$ cat src/rtl/sram_rd_pipe.sv
// Valid+data shift pipeline for the SRAM read path, STAGES deep.
// Ports: i_clk, i_flush (sync clear), i_valid/i_data in, o_valid/o_data out.
module sram_rd_pipe #(
    parameter int WIDTH  = 64,
    parameter int STAGES = 1
) (
    input  logic             i_clk,
    input  logic             i_flush,
    input  logic             i_valid,
    input  logic [WIDTH-1:0] i_data,
    output logic             o_valid,
    output logic [WIDTH-1:0] o_data
);

    logic [STAGES-1:0] r_vld;
    logic [WIDTH-1:0]  r_dat [STAGES];

    // Data only advances behind a valid token, so every stage
    // (and therefore the output) holds its last payload when idle.
    always_ff @(posedge i_clk) begin
        if (i_flush) begin
            r_vld <= '0;
            for (int s = 0; s < STAGES; s++) begin
                r_dat[s] <= '0;
            end
        end else begin
            r_vld[0] <= i_valid;
            if (i_valid) begin
                r_dat[0] <= i_data;
            end
            for (int s = 1; s < STAGES; s++) begin
                r_vld[s] <= r_vld[s-1];
                if (r_vld[s-1]) begin
                    r_dat[s] <= r_dat[s-1];
                end
            end
        end
    end

    assign o_valid = r_vld[STAGES-1];
    assign o_data  = r_dat[STAGES-1];

endmodule

$ cat config.mk
export PLATFORM = sky130hd
export DESIGN_NAME = sram_rd_pipe
export DESIGN_NICKNAME = d
export VERILOG_FILES = /design/src/rtl/sram_rd_pipe.sv
export SDC_FILE = /design/constraint.sdc
export NUM_CORES = 1
export LEC_CHECK = 0
export ABC_AREA = 1
export ABC_CLOCK_PERIOD_IN_PS = 1250
export BUFFER_PORTS_ARGS = -buffer_cell sky130_fd_sc_hd__buf_4
export CORE_ASPECT_RATIO = 1.2
export CORE_MARGIN = 3
export CORE_UTILIZATION = 44
export CTS_BUF_LIST = sky130_fd_sc_hd__clkbuf_8
export DETAILED_ROUTE_END_ITERATION = 10
export GPL_ROUTABILITY_DRIVEN = 0
export PLACE_DENSITY = 0.79
export SYNTH_ARGS = -nofsm -noshare
export SYNTH_HDL_FRONTEND = slang
export SYNTH_SLANG_ARGS = --single-unit
$ cat constraint.sdc
create_clock -name i_clk -period 1.25 [get_ports i_clk]
set_input_delay 0.125 -clock i_clk [delete_from_list [all_inputs] [get_ports i_clk]]
set_output_delay 0.125 -clock i_clk [all_outputs]
set_load 0.02 [all_outputs]
* After elaboration in Yosys (flattened, before gate mapping)
Memories as Yosys holds them, arrays and structs flattened. Cells that the tools add are included.
Word-level totals: flip-flop bits (word level) 1, memory bits (writable) 64, bits of input ports 67, word-level logic and storage cells 10, memories kept 1
Memories:
- r_dat | depth 1, width 64, read ports 1, clocked after memory_dff 0, write ports 1, line 16 | logic [WIDTH-1:0] r_dat [STAGES];
Cells by class: multiplexer cells 7, reduce and logical (&&, ||, !) cells 1
Operators with widths (number):
- $mux 64 | 1
- $reduce_or 64->1 | 1
- $mux 1 | 6

* Longest topological paths before layout
Gate-level depths: netlist of run 1.
depth in word-level cells 5, mapped depth 5, depth with buffers taken out 3

* Least setup slack after synthesis of run 1
OpenSTA, ideal clock, no wires.
path kind in2reg, from in i_flush, to mem r_dat[0][0], enable pin, setup time 0.394 ns, arrival 0.952 ns, slack -0.096 ns, stages 1, buffers on the path 0, cell sequence or2_2
On the way: cells in the longest elaborated chain, start to end 4, elaborated cells on any way between the ends 6, classes of those cells mux (5); reduce/logical (1)
Ends and longest elaborated chain:
- start, declared | line 8 | input logic i_flush,
- $mux 1 | line 21 | if (i_flush) begin
- $mux 1 (not written as such) | line 29 | r_dat[0] <= i_data;
- $reduce_or 64->1 (no source line)
- $mux 1 (no source line) (*)
- end, declared | line 16
Mark *: on every way between the ends. The rest lies on a longest branch, timed or not.

* Worst setup path after layout of run 1
from mem r_dat[0][51], to out o_data[51]
On the way: cells in the longest elaborated chain, start to end 1
Ends and longest elaborated chain:
- $mem_v2 1x64
- end, declared | line 12 | output logic [WIDTH-1:0] o_data
Every way passes these cells.

==> results of run 1 <==
per-stage QoR:
stage	TNS, ns	hold WS (ns)	area (µm²)	power (µW)
after floorplan	0	0.3330	2933	3190
after global placement	-1.633	0.4176	3995	3626
after detailed placement	-3.618	0.4272	3995	3647
after CTS	0	0.08164	4156	5091
after global routing	0	0.09278	4156	5253
final	0	0.1006	4156	5024
registers in the layout (all words and copies together), names as in the netlist:
name / cells
o_valid: 1
r_dat: 64
final cells by class:
type                            count  area (µm²)  area share, %
Sequential cell                    65        1942          46.72
Timing Repair Buffer              137        1066          25.65
Multi-Input combinational cell     66       636.9          15.32
Inverter                           66       247.7          5.960
Clock buffer                       10       137.6          3.311
Tap cell                           82       102.6          2.468
Clock inverter                      6       23.77         0.5719
cells in the mapped netlist:
cell	count
buf_12	5
buf_2	1
buf_8	1
dfxtp_1	1
edfxtp_1	64
inv_1	65
inv_2	1
nand2_2	1
nor2_1	15
nor2_4	49
or2_2	1
placed cells by master, fill, tap and decap left out:
| cell | Yosys | routed |
|---|---|---|
| nand2_8 | 0 | 1 |
| nor2_1 | 15 | 15 |
| clkbuf_8 | 0 | 10 |
| inv_1 | 65 | 70 |
| or2_4 | 0 | 1 |
| dfxtp_1 | 1 | 1 |
| nor2_4 | 49 | 49 |
| buf_4 | 0 | 134 |
| inv_2 | 1 | 1 |
| clkinv_2 | 0 | 1 |
| edfxtp_1 | 64 | 64 |
| buf_12 | 5 | 3 |
cells by family after synthesis:
group                  count (synthesis)  synth area share, %
and+or+nand+nor                       66                21.18
DFF                                   65                66.27
buffers and inverters                 73                12.55
power by group:
group,switching (µW),internal [µW],total (µW)
Clock,706,735,1440
Combinational,527,427,954
Sequential,45.7,2580,2630
worst paths after layout:
| path | endpoint | from | slack, ns | cells past startpoint |
|---|---|---|---|---|
| hold / removal | r_dat[0][6] | i_data[6] | 0.10 | 3 |
| setup / recovery | o_data[51] | r_dat[0][51] | 0.25 | 1 |
per-layer routing:
metal / global-route usage, % / wire, µm / up-vias
met3: 5.198 / 566 / 12
met2: 25.48 / 2850 / 82
met4: 8.732 / 123 / 0
met5: 0 / 0 / -
met1: 13.73 / 1816 / 771
li1: - / - / 893
==> flow_metrics.py, run 1 <==
metrics = {
    "run_status": {
        "status": "completed",
    },
    "timing": {
        "finalHoldViolCount": 0,
        "drv_slew": 0,
        "worst_slew_pin_slew_ns": 0.8547,
        "max_freq_mhz": 1003,
        "fin_ws_ns": 0.2525,
        "maxSlewHeadroom_pct": 43.02,
        "finalCritPeriodShare_pct": 79.80,
        "setup_violations": 0,
        "layout_min_cycle_time_ns": 0.9975,
        "rsz0062_at_grt": "no",
    },
    "layout": {
        "syn2layout_area_growth_pct": 41.84,
        "antennaDiodeCount": 0,
        "fin_cells": 432,
        "fin_util_pct": 66.56,
        "fillers": 477,
        "nets": 412,
        "final_layout_size_suffix_gt1_share_pct": 57.14,
    },
    "global_route": {
        "grt-ovfl-total": 0,
        "grtUsageTotal_pct": 14.24,
        "antenna_found_initial": 0,
        "grt_max_degree": 65,
        "first_global_vias": 1802,
        "grt_pass1_wl_um": 7983,
    },
    "logic_synthesis": {
        "synth_top_area_share_pct": 65.58,
        "synth_seq_cells": 65,
        "ys_warn_count": 0,
        "syn_area_um2": 2930,
        "syn_area_per_cell_um2": 14.36,
        "yosysTopAreaCell": "edfxtp_1",
        "yosysUniqueCellTypes": 11,
        "ys_seq_area_share_pct": 66.27,
        "syn_inst": 204,
        "synth_area_leaders": "edfxtp_1, nor2_4, inv_1",
        "syn_nets": 271,
    },
    "clocking": {
        "numCtsBuffers": 9,
        "cts-resized-gates": 0,
        "hold_buffers": 0,
        "cts_tree": "yes",
        "path_clk_slew_ns": 0.07,
        "cts_root_buf": "clkbuf_8",
        "cts.path.max_buffers": 2,
        "cts_setup_buffers": 0,
        "clkSinkCount": 65,
        "htreeDepth": 3,
    },
    "placement": {
        "dp_hpwl_um": 4076,
        "port_buffers": 131,
        "dp_slack_ns": -0.05890,
        "dp_cells": 416,
    },
    "critical_path": {
        "crit_type": "reg2out",
        "cp-end-kind": "output pin",
        "slowest_stage": "edfxtp_1",
        "worstPathBufferInverterCount": 1,
        "critPathArrivalTime_ns": 0.87,
        "path_cells": "buf_4",
        "critPathTopFamily": "flip-flops",
        "critPathMaxStageDelay_ns": 0.38,
        "critPathRequiredTime_ns": 1.12,
        "critPathLaunchType": "flip-flop",
        "crit_fanout": 1,
    },
    "floorplan": {
        "ios": 132,
        "fp-row-count": 31,
        "start_util_pct": 46.92,
        "coreArea_um2": 6245,
        "die_w_um": 80.50,
        "die_h_um": 95.40,
        "dieArea_um2": 7679,
    },
    "route": {
        "first_iter_violations": 48,
        "vias_per_cell": 4.069,
        "ant_nets": 0,
        "wire_per_inst_um": 12.40,
        "vias": 1758,
        "dr.pass1.iters": 4,
        "drt_wl_total_um": 5357,
        "drc_errors": 0,
    },
    "power": {
        "power_density_nw_per_um2": 1209,
        "power_leakage_uw": 0.002001,
        "ir_drop_mv": 0.6743,
    },
    "job": {
        "cap_violations": 0,
    },
    "hold_path": {
        "hold_path_class": "in2reg",
    },
}
(Power assumes the default switching activity.)
==> run 2, diff against run 1 <==
--- a/config.mk
+++ b/config.mk
@@ -6,15 +6,15 @@
 export NUM_CORES = 1
 export LEC_CHECK = 0
 export ABC_AREA = 1
-export ABC_CLOCK_PERIOD_IN_PS = 1250
+export ABC_CLOCK_PERIOD_IN_PS = 1000
 export BUFFER_PORTS_ARGS = -buffer_cell sky130_fd_sc_hd__buf_4
 export CORE_ASPECT_RATIO = 1.2
 export CORE_MARGIN = 3
-export CORE_UTILIZATION = 44
+export CORE_UTILIZATION = 48
 export CTS_BUF_LIST = sky130_fd_sc_hd__clkbuf_8
 export DETAILED_ROUTE_END_ITERATION = 10
 export GPL_ROUTABILITY_DRIVEN = 0
-export PLACE_DENSITY = 0.79
+export PLACE_DENSITY = 0.81
 export SYNTH_ARGS = -nofsm -noshare
 export SYNTH_HDL_FRONTEND = slang
 export SYNTH_SLANG_ARGS = --single-unit
==> constraint.sdc (replaced) <==
create_clock -name i_clk -period 1 [get_ports i_clk]
set_input_delay 0.1 -clock i_clk [delete_from_list [all_inputs] [get_ports i_clk]]
set_output_delay 0.1 -clock i_clk [all_outputs]
set_load 0.02 [all_outputs]
==> run 2 against run 1 <==
Effect of this change:
- hold slack got worse by 0.020 ns
- sequential power up 26%
- worst setup slack lost 0.23 ns
- largest cell class unchanged
==> flow_metrics.py, run 2 (synthesized netlist as in run 1, its figures left out) <==
metrics = {
    "run_status": {
        "status": "completed",
    },
    "clocking": {
        "cts.path.max_buffers": 2,
        "cts_tree": "yes",
        "cts_setup_buffers": 0,
        "cts_root_buf": "clkbuf_8",
        "numCtsBuffers": 9,
        "hold_buffers": 0,
        "htreeDepth": 3,
        "path_clk_slew_ns": 0.06,
        "clkSinkCount": 65,
    },
    "layout": {
        "largest_register": "r_dat",
        "multi_input_area_um2": 636.9,
        "fin_util_pct": 75.19,
        "largest_reg_flops": 64,
        "syn2layout_area_growth_pct": 48.33,
        "antennaDiodeCount": 0,
        "final_layout_size_suffix_gt1_share_pct": 57.79,
        "final_common_cell": "buf_4",
        "fin_area_um2": 4347,
        "nets": 415,
        "seqCellArea_um2": 1942,
        "mostFrequentLayoutCells": "buf_4, inv_1, edfxtp_1",
        "fillers": 417,
    },
    "critical_path": {
        "critPathRequiredTime_ns": 0.90,
        "critPathTopFamily": "flip-flops",
        "worstPathBufferInverterCount": 1,
        "crit_type": "reg2out",
        "crit_fanout": 1,
        "slowest_stage": "edfxtp_1",
        "critPathLaunchType": "flip-flop",
        "cp-end-kind": "output pin",
        "path_depth": 1,
        "critPathMaxStageDelay_ns": 0.38,
        "critPathArrivalTime_ns": 0.88,
        "path_cells": "buf_4",
    },
    "floorplan": {
        "fp-row-count": 30,
        "die_w_um": 77.33,
        "dieArea_um2": 7082,
        "die_h_um": 91.59,
        "ios": 132,
        "coreArea_um2": 5781,
        "start_util_pct": 50.69,
    },
    "route": {
        "drt_wl_total_um": 5683,
        "vias": 1838,
        "vias_per_cell": 4.245,
        "drc_errors": 0,
        "wire_per_inst_um": 13.12,
        "dr.pass1.iters": 4,
        "ant_nets": 0,
        "first_iter_violations": 62,
    },
    "global_route": {
        "antenna_found_initial": 0,
        "grt-ovfl-total": 0,
        "grt_pass1_wl_um": 8997,
        "first_global_vias": 1927,
        "grtUsageTotal_pct": 16.68,
        "grt_max_degree": 32,
    },
    "job": {
        "cap_violations": 0,
    },
    "hold_path": {
        "min-delay-start": "i_data[63]",
        "hold_path_depth": 3,
        "hold_path_class": "in2reg",
        "holdPathEnd": "r_dat[0][63]",
    },
    "timing": {
        "layout_min_cycle_time_ns": 0.9765,
        "setup_violations": 0,
        "finalHoldViolCount": 0,
        "drv_slew": 0,
        "timing.hold.ws_ns": 0.08051,
        "max_freq_mhz": 1024,
        "maxSlewHeadroom_pct": 88.56,
        "rsz0062_at_grt": "yes",
        "worst_slew_pin_slew_ns": 0.1716,
        "finalCritPeriodShare_pct": 97.65,
    },
    "power": {
        "power_density_nw_per_um2": 1573,
        "power_leakage_uw": 0.002071,
        "ir_drop_mv": 1.119,
    },
    "placement": {
        "placed_cell_area_um2": 4053,
        "port_buffers": 131,
        "dp_hpwl_um": 4526,
    },
}
[run 2: timing repair]
item	CTS	global route
gates cloned	0	0
gates resized for setup	2	22
endpoints found under the setup margin	2	24
hold endpoints to repair	0	0
[run 2: per-stage QoR]
step           setup TNS (ns)  setup slack [ns]  power (µW)  instances
6_report                    0           0.02346        6837        433
3_5_place_dp                0           0.03568        4599        417
5_1_grt               -0.1037          -0.03194        7101        433
3_3_place_gp                0           0.04636        4566        417
4_1_cts                     0          0.001264        6863        433
2_1_floorplan         -0.2790         -0.004359        3987        204
[run 2: worst max path at each step]
| stage | startpoint | end | slack [ns] |
|---|---|---|---|
| after floorplan | i_valid | r_dat[0][0] | -0.004 |
| after global placement | i_valid | r_dat[0][31] | 0.05 |
| after detailed placement | i_valid | r_dat[0][33] | 0.04 |
| after CTS | r_dat[0][42] | o_data[42] | 0.001 |
| after global routing | r_dat[0][50] | o_data[50] | -0.03 |
| final | r_dat[0][61] | o_data[61] | 0.02 |
[run 2: routing by layer]
layer	part of all wire, %	global-route usage, %
met5	0	0
met4	3.5	9.496
met3	8.5	6.250
met2	57	29.61
met1	31	16.39
[run 2: area by class of cell]
| class | instances | share of cell area, % |
|---|---|---|
| multi-input combinational | 66 | 14.65 |
| tap | 80 | 2.303 |
| clock inverter | 7 | 1.842 |
| sequential | 65 | 44.67 |
| clock buffer | 9 | 2.850 |
| timing repair buffer | 140 | 27.98 |
| inverter | 66 | 5.699 |
[run 2: power breakdown]
group | total [µW] | switching [µW] | internal [µW]
registers | 3310 | 76.8 | 3230
logic | 1280 | 675 | 605
clock network | 2250 | 886 | 1360
total | 6840 | 1640 | 5200
